===== src/rtl/flash_cart_streamer_if.sv =====
// Byte stream from the cartridge loader to the cartridge RAM writer.
//   out_data  : streamed byte
//   out_addr  : byte offset of out_data within the image
//   out_valid : out_data/out_addr valid
//   out_ready : consumer takes the byte when out_valid && out_ready
// master = loader side, slave = RAM writer side.
interface flash_cart_streamer_if #(
  parameter int ADDR_W = 17
);
  logic [7:0]        out_data;
  logic [ADDR_W-1:0] out_addr;
  logic              out_valid;
  logic              out_ready;

  modport master (output out_data, out_addr, out_valid, input out_ready);
  modport slave  (input out_data, out_addr, out_valid, output out_ready);
endinterface


===== src/rtl/flash_cart_streamer.sv =====
// Cartridge loader: reads one game image from a selectable SPI flash slot
// (READ 0x03, mode 0) with a built-in serial engine and streams it byte by
// byte to the cartridge RAM writer.
//   clock, reset        : system clock, synchronous active-high reset
//   reload, index       : restart load from slot `index` (latched on reload)
//   flash_csn/sck/mosi  : SPI outputs (csn active-low, sck idles low)
//   flash_miso          : SPI data from flash
//   out (interface)     : out_data/out_addr/out_valid/out_ready byte stream
//   consumer_done       : consumer needs no more data; stop and finish
//   busy                : high in every state except DONE
//   load_done           : high in DONE
module flash_cart_streamer #(
  parameter logic [23:0] FLASH_BASE  = 24'h200000,
  parameter int          SLOT_SHIFT  = 18,
  parameter int          SLOT_BITS   = 4,
  parameter int          LOAD_BYTES  = 65536,
  parameter int          ADDR_W      = 17,
  parameter int          CLK_DIV     = 1,
  parameter int          CS_HIGH_MIN = 4,
  parameter int          TAIL_WAIT   = 255
) (
  input  logic                  clock,
  input  logic                  reset,
  input  logic                  reload,
  input  logic [SLOT_BITS-1:0]  index,
  output logic                  flash_csn,
  output logic                  flash_sck,
  output logic                  flash_mosi,
  input  logic                  flash_miso,
  flash_cart_streamer_if.master out,
  input  logic                  consumer_done,
  output logic                  busy,
  output logic                  load_done
);

  localparam int DIV_W  = (CLK_DIV > 1) ? $clog2(CLK_DIV) : 1;
  localparam int GAP_W  = $clog2(CS_HIGH_MIN + 1);
  localparam int TAIL_W = $clog2(TAIL_WAIT + 1);

  typedef enum logic [2:0] {GAP, CMD, DATA, HOLD, WAITC, TAIL, DONE} state_t;
  state_t state, state_nxt;

  logic [SLOT_BITS-1:0] slot;
  logic [31:0]          cmd_sr;   // command/address shifter; MSB drives mosi
  logic [7:0]           rx_sr;
  logic [4:0]           bit_cnt;
  logic [DIV_W-1:0]     div_cnt;
  logic [GAP_W-1:0]     gap_cnt;
  logic [TAIL_W-1:0]    tail_cnt;
  logic [23:0]          slot_addr;

  logic half_end, sck_rise, sck_fall, last_bit, gap_done, tail_done;
  logic last_byte, accept, abort;

  // Address wraps mod 2**24 by the 24-bit sum.
  assign slot_addr = FLASH_BASE + (24'(slot) << SLOT_SHIFT);

  assign half_end  = (div_cnt == DIV_W'(CLK_DIV - 1));
  assign sck_rise  = half_end && !flash_sck;
  assign sck_fall  = half_end && flash_sck;
  assign last_bit  = (state == CMD) ? (bit_cnt == 5'd31) : (bit_cnt == 5'd7);
  assign gap_done  = (gap_cnt == GAP_W'(CS_HIGH_MIN - 1));
  assign tail_done = (tail_cnt == TAIL_W'(TAIL_WAIT - 1));
  assign last_byte = (out.out_addr == ADDR_W'(LOAD_BYTES - 1));
  assign accept    = out.out_valid && out.out_ready;
  assign abort     = consumer_done && (state == CMD || state == DATA || state == HOLD);

  assign flash_mosi = cmd_sr[31];
  assign busy       = (state != DONE);
  assign load_done  = (state == DONE);

  always_ff @(posedge clock) begin
    if (reset) state <= GAP;
    else       state <= state_nxt;
  end

  always_comb begin
    state_nxt = state;
    case (state)
      GAP:   if (gap_done) state_nxt = CMD;
      CMD:   if (consumer_done) state_nxt = TAIL;
             else if (sck_fall && last_bit) state_nxt = DATA;
      DATA:  if (consumer_done) state_nxt = TAIL;
             else if (sck_fall && last_bit) state_nxt = HOLD;
      HOLD:  if (consumer_done) state_nxt = TAIL;
             else if (accept) state_nxt = last_byte ? WAITC : DATA;
      WAITC: if (consumer_done) state_nxt = TAIL;
      TAIL:  if (tail_done) state_nxt = DONE;
      default: state_nxt = state;
    endcase
    if (reload) state_nxt = GAP;
  end

  always_ff @(posedge clock) begin
    if (reset || reload) begin
      flash_csn     <= 1'b1;
      flash_sck     <= 1'b0;
      cmd_sr        <= '0;
      rx_sr         <= '0;
      bit_cnt       <= '0;
      div_cnt       <= '0;
      gap_cnt       <= '0;
      tail_cnt      <= '0;
      out.out_valid <= 1'b0;
      out.out_addr  <= '0;
      if (reset) begin
        out.out_data <= '0;
        slot         <= '0;
      end else begin
        slot <= index;
      end
    end else if (abort) begin
      // A byte handshaking in this cycle is still taken by the consumer;
      // nothing further is presented.
      flash_csn     <= 1'b1;
      flash_sck     <= 1'b0;
      cmd_sr        <= '0;
      bit_cnt       <= '0;
      div_cnt       <= '0;
      out.out_valid <= 1'b0;
    end else begin
      case (state)
        GAP: begin
          gap_cnt <= gap_cnt + 1'b1;
          if (gap_done) begin
            gap_cnt   <= '0;
            flash_csn <= 1'b0;
            cmd_sr    <= {8'h03, slot_addr};
          end
        end
        CMD, DATA: begin
          div_cnt <= half_end ? '0 : div_cnt + 1'b1;
          if (sck_rise) begin
            flash_sck <= 1'b1;
            if (state == DATA) rx_sr <= {rx_sr[6:0], flash_miso};
          end else if (sck_fall) begin
            // mosi changes only on falling sck; shifts in zeros, so it
            // reads 0 once the 32 command bits are out.
            flash_sck <= 1'b0;
            cmd_sr    <= cmd_sr << 1;
            if (last_bit) begin
              bit_cnt <= '0;
              if (state == DATA) begin
                out.out_data  <= rx_sr;
                out.out_valid <= 1'b1;
              end
            end else begin
              bit_cnt <= bit_cnt + 1'b1;
            end
          end
        end
        HOLD: begin
          if (accept) begin
            out.out_valid <= 1'b0;
            if (last_byte) flash_csn <= 1'b1;
            else           out.out_addr <= out.out_addr + 1'b1;
          end
        end
        TAIL: tail_cnt <= tail_cnt + 1'b1;
        default: ;
      endcase
    end
  end

endmodule


===== src/flat_wrapper.sv =====
// flat-port wrapper written by rule: the top's interface ports become plain ports
module flash_cart_streamer_flat 
#(
  parameter logic [23:0] FLASH_BASE  = 24'h200000,
  parameter int          SLOT_SHIFT  = 18,
  parameter int          SLOT_BITS   = 4,
  parameter int          LOAD_BYTES  = 65536,
  parameter int          ADDR_W      = 17,
  parameter int          CLK_DIV     = 1,
  parameter int          CS_HIGH_MIN = 4,
  parameter int          TAIL_WAIT   = 255
)
  (clock, reset, reload, index, flash_csn, flash_sck, flash_mosi, flash_miso, consumer_done, busy, load_done, out_out_data, out_out_addr, out_out_valid, out_out_ready);
  flash_cart_streamer_if #(.ADDR_W(ADDR_W)) out_i ();
  input  logic clock;
  input  logic reset;
  input  logic reload;
  input  logic [SLOT_BITS-1:0] index;
  output logic flash_csn;
  output logic flash_sck;
  output logic flash_mosi;
  input  logic flash_miso;
  input  logic consumer_done;
  output logic busy;
  output logic load_done;
  output wire logic [$bits(out_i.out_data)-1:0] out_out_data;
  output wire logic [$bits(out_i.out_addr)-1:0] out_out_addr;
  output wire logic [$bits(out_i.out_valid)-1:0] out_out_valid;
  input wire logic [$bits(out_i.out_ready)-1:0] out_out_ready;
  assign out_out_data = out_i.out_data;
  assign out_out_addr = out_i.out_addr;
  assign out_out_valid = out_i.out_valid;
  assign out_i.out_ready = out_out_ready;
  flash_cart_streamer #(.FLASH_BASE(FLASH_BASE), .SLOT_SHIFT(SLOT_SHIFT), .SLOT_BITS(SLOT_BITS), .LOAD_BYTES(LOAD_BYTES), .ADDR_W(ADDR_W), .CLK_DIV(CLK_DIV), .CS_HIGH_MIN(CS_HIGH_MIN), .TAIL_WAIT(TAIL_WAIT)) u_core (.clock(clock), .reset(reset), .reload(reload), .index(index), .flash_csn(flash_csn), .flash_sck(flash_sck), .flash_mosi(flash_mosi), .flash_miso(flash_miso), .out(out_i), .consumer_done(consumer_done), .busy(busy), .load_done(load_done));
endmodule

===== config.mk =====
export PLATFORM = sky130hd
export DESIGN_NAME = flash_cart_streamer_flat
export DESIGN_NICKNAME = d
export VERILOG_FILES = /design/src/rtl/flash_cart_streamer_if.sv /design/src/rtl/flash_cart_streamer.sv /design/src/flat_wrapper.sv
export SDC_FILE = /design/constraint.sdc
export NUM_CORES = 1
export LEC_CHECK = 0
export CORE_MARGIN = 2
export CORE_UTILIZATION = 45
export DETAILED_ROUTE_END_ITERATION = 10
export GPL_TIMING_DRIVEN = 0
export PLACE_DENSITY = 0.71
export SLEW_MARGIN = 10
export SYNTH_ARGS = -nofsm -noshare
export SYNTH_HDL_FRONTEND = slang
export SYNTH_SLANG_ARGS = --single-unit

===== constraint.sdc =====
create_clock -name clock -period 4.2 [get_ports clock]
set_input_delay 1.05 -clock clock [delete_from_list [all_inputs] [get_ports clock]]
set_output_delay 1.05 -clock clock [all_outputs]
set_load 0.02 [all_outputs]

==> flow_summary.json <==
{
  "crit_buf_inv": 4,
  "layout.nets": 415,
  "worst_ep_arrival_time_ns": 2.13,
  "stdcell_count": 503,
  "worstSkewPairLatency_ns": 0.35,
  "drtIter0Drc": 187,
  "synthToLayoutAreaGrowth_pct": 21.2,
  "async_reset_ff_frac": 0,
  "path_depth": 5,
  "clock_path_buffers": 2,
  "crit_path_max_incr_delay_ns": 0.60,
  "drtAntennaViolNets": 0,
  "drv_slew": 0,
  "setup_viol": 0,
  "tightestPinTransition_ns": 0.787,
  "clkSinkCount": 73,
  "wire_per_inst_um": 14.0,
  "tns_ns": 0,
  "routed_via_density": 5.28,
  "layout-drive-gt1-share": 0.119,
  "slew_headroom": 0.472,
  "yosys.area.top_type_share": 0.366,
  "finalHoldViolCount": 0,
  "r2r_cells": 10,
  "hpwlAfterDp_um": 5030,
  "overflow": 0,
  "fp.dieH_um": 90.1,
  "critPathMaxFanout": 10,
  "synth_fp_nets": 364,
  "path_clk_slew_ns": 0.08,
  "rows": 31,
  "ys_seq_area_frac": 0.474,
  "synth_enable_flop_cells": 12,
  "cts-htree-levels": 3,
  "root_buffer": "clkbuf_8",
  "critPathKind": "reg2out",
  "worstHoldPathCells": 2,
  "die_width_um": 90.1,
  "ir_drop_uv": 149,
  "grt_pass1_vias": 2591,
  "diodes": 0,
  "critPathSlowestCell": "clkdlybuf4s50_1",
  "holdBufCountCts": 0,
  "hp-class": "reg2reg",
  "post_cts_buffers": 0,
  "fillers": 644,
  "drc_errors": 0,
  "cp_data_required_time_ns": 3.15,
  "synth_warnings": 0,
  "start_kind": "flip-flop",
  "syn_area_mm2": 0.00333,
  "grt_antenna_before_repair": 0,
  "start_util": 0.462,
  "netlist_top_cells_area": "dfxtp_1 37%, edfxtp_1 11%, nor2_1 5.6%",
  "cts_tree": "built",
  "period_needed_ns": 3.18,
  "grtUsageTotal": 0.183,
  "grt_pass1_wl_um": 12100,
  "crit_chain": "buf_2 -> clkbuf_1 -> nand3_1 -> inv_1 -> clkdlybuf4s50_1",
  "grt_max_degree": 16,
  "syn_inst": 348,
  "top_layer": "met4",
  "synth_seq_cells": 73,
  "synth_area_leader_cell": "dfxtp_1",
  "drt-total-wl_um": 7030,
  "io_buffers": 40,
  "p_leak_uw": 0.00132,
  "wl_met2_um": 3300,
  "ctsResizeCount": 0,
  "core_region_area_mm2": 0.00721,
  "ys.flop_type": "dfxtp_1",
  "status": "finished, final reports clean",
  "synth.distinct_cells": 58,
  "cts_buffers": 9,
  "dp.cells": 487,
  "crit_family": "buffers and inverters",
  "p_per_area_mw_per_mm2": 318,
  "synth_area_per_cell_um2": 9.58,
  "fin_util": 0.560,
  "period_share": 0.757,
  "dr_total_vias": 2658,
  "dr_wl_met3_um": 444,
  "finalWeightedCongestion": 0.905,
  "cap_violations": 0,
  "drt-pass1-iter-count": 4,
  "end_kind": "primary output",
  "ioPinCount": 41,
  "wl_met1_um": 3210,
  "max_freq_mhz": 314,
  "worst_clock_skew_ns": 0.0132,
  "die_area_mm2": 0.00811,
  "rsz0062_at_grt": "false"
}
layer usage:
layer	GRT usage	vias up
met2	0.299	68
met4	0.0731	0
met1	0.233	1255
li1	-	1326
met3	0.0444	9
met5	0	-
cells in the final DEF (no fill, tap or decap), types with 3 or more instances in the layout:
cell	Yosys	routed
nor3_1	6	6
nand2_1	34	34
dfxtp_1	61	61
xnor2_1	11	11
inv_6	0	3
nor2_1	50	50
nor3b_2	3	3
buf_2	5	5
nand3_1	10	10
a31o_2	3	3
a21oi_1	17	17
and3_1	3	3
ha_1	6	6
a22oi_1	7	7
nor4_1	3	3
clkbuf_1	4	4
edfxtp_1	12	12
clkbuf_8	0	9
xor2_1	10	10
clkinvlp_4	0	3
a211oi_1	5	5
nor2b_1	7	7
mux2i_1	14	14
o2111ai_1	3	3
or3_1	5	5
clkdlybuf4s50_1	0	40
inv_1	7	7
nand4_1	6	6
and2_1	8	8
o21ai_0	5	5
Yosys cell counts (6+ instances only):
master,n
inv_1,7
edfxtp_1,12
nand3_1,10
a22oi_1,7
nand2_1,34
dfxtp_1,61
nor3_1,6
mux2i_1,14
nand4_1,6
a21oi_1,17
nor2b_1,7
nor2_1,50
xnor2_1,11
and2_1,8
ha_1,6
xor2_1,10
kinds of logic after synthesis:
kind of cell / count (synthesis) / synth area share
compound gates: 55 / 0.119
xor+xnor: 21 / 0.0552
fa+ha+maj: 6 / 0.0225
buf+inv: 23 / 0.0345
flops: 73 / 0.474
mux: 14 / 0.0420
simple gates: 156 / 0.252
worst register-to-register path: cells and delay by family, from the launching register on:
family / cells / cell delay, ns
fa+ha+maj: 1 / 0.24
flops: 1 / 0.36
buf+inv: 1 / 0.16
simple gates: 6 / 1.31
compound gates: 2 / 0.32
cell type report:
cell class / instances / area, um2 / area share
inverters: 8 / 30.0 / 0.00743
clock inverters: 7 / 60.1 / 0.0149
well taps: 99 / 124 / 0.0306
clock buffers: 9 / 124 / 0.0306
multi-input cells: 252 / 1640 / 0.405
repair buffers: 40 / 400 / 0.0990
flip-flops and latches: 73 / 1580 / 0.391
plain buffers: 15 / 85.1 / 0.0210
worst paths after layout:
check,end,start,slack (ns)
setup reg to reg,u_core.out.out_addr[13]$_SDFFE_PN0P_,u_core.out.out_addr[5]$_SDFFE_PN0P_,1.70
setup / recovery,load_done,u_core.state[2]$_SDFFE_PN0P_,1.02
hold reg to reg,u_core.gap_cnt[2]$_SDFFE_PN0P_,u_core.gap_cnt[2]$_SDFFE_PN0P_,0.46
hold / removal,u_core.gap_cnt[2]$_SDFFE_PN0P_,u_core.gap_cnt[2]$_SDFFE_PN0P_,0.46
where the power goes:
| group | leakage (uW) | internal, uW | switching, uW |
|---|---|---|---|
| registers | 0.000613 | 718 | 2.98 |
| logic | 0.000624 | 21.3 | 32.3 |
| clock network | 0.0000848 | 224 | 288 |
| total | 0.00132 | 963 | 323 |
stage by stage:
step / setup WS [ns] / total power, uW / cell area (um2) / hold WS [ns]
final: 1.02 / 1290 / 4040 / 0.456
after global routing: 0.918 / 1330 / 4040 / 0.489
after CTS: 1.03 / 1300 / 4040 / 0.457
after detailed placement: 1.10 / 791 / 3860 / 0.444
after global placement: 1.09 / 790 / 3860 / 0.442
after floorplan: 1.89 / 764 / 3330 / 0.424
flip-flops by register name (all words and copies together) (netlist names), 4 cells and up:
name and cells:
u_core.slot 4, u_core.rx_sr 8, u_core.tail_cnt 8, u_core.bit_cnt 5, u_core.cmd_sr 14, u_core.out.out_data 8
u_core.out.out_addr 17
Power figures use the tool's default switching activity.
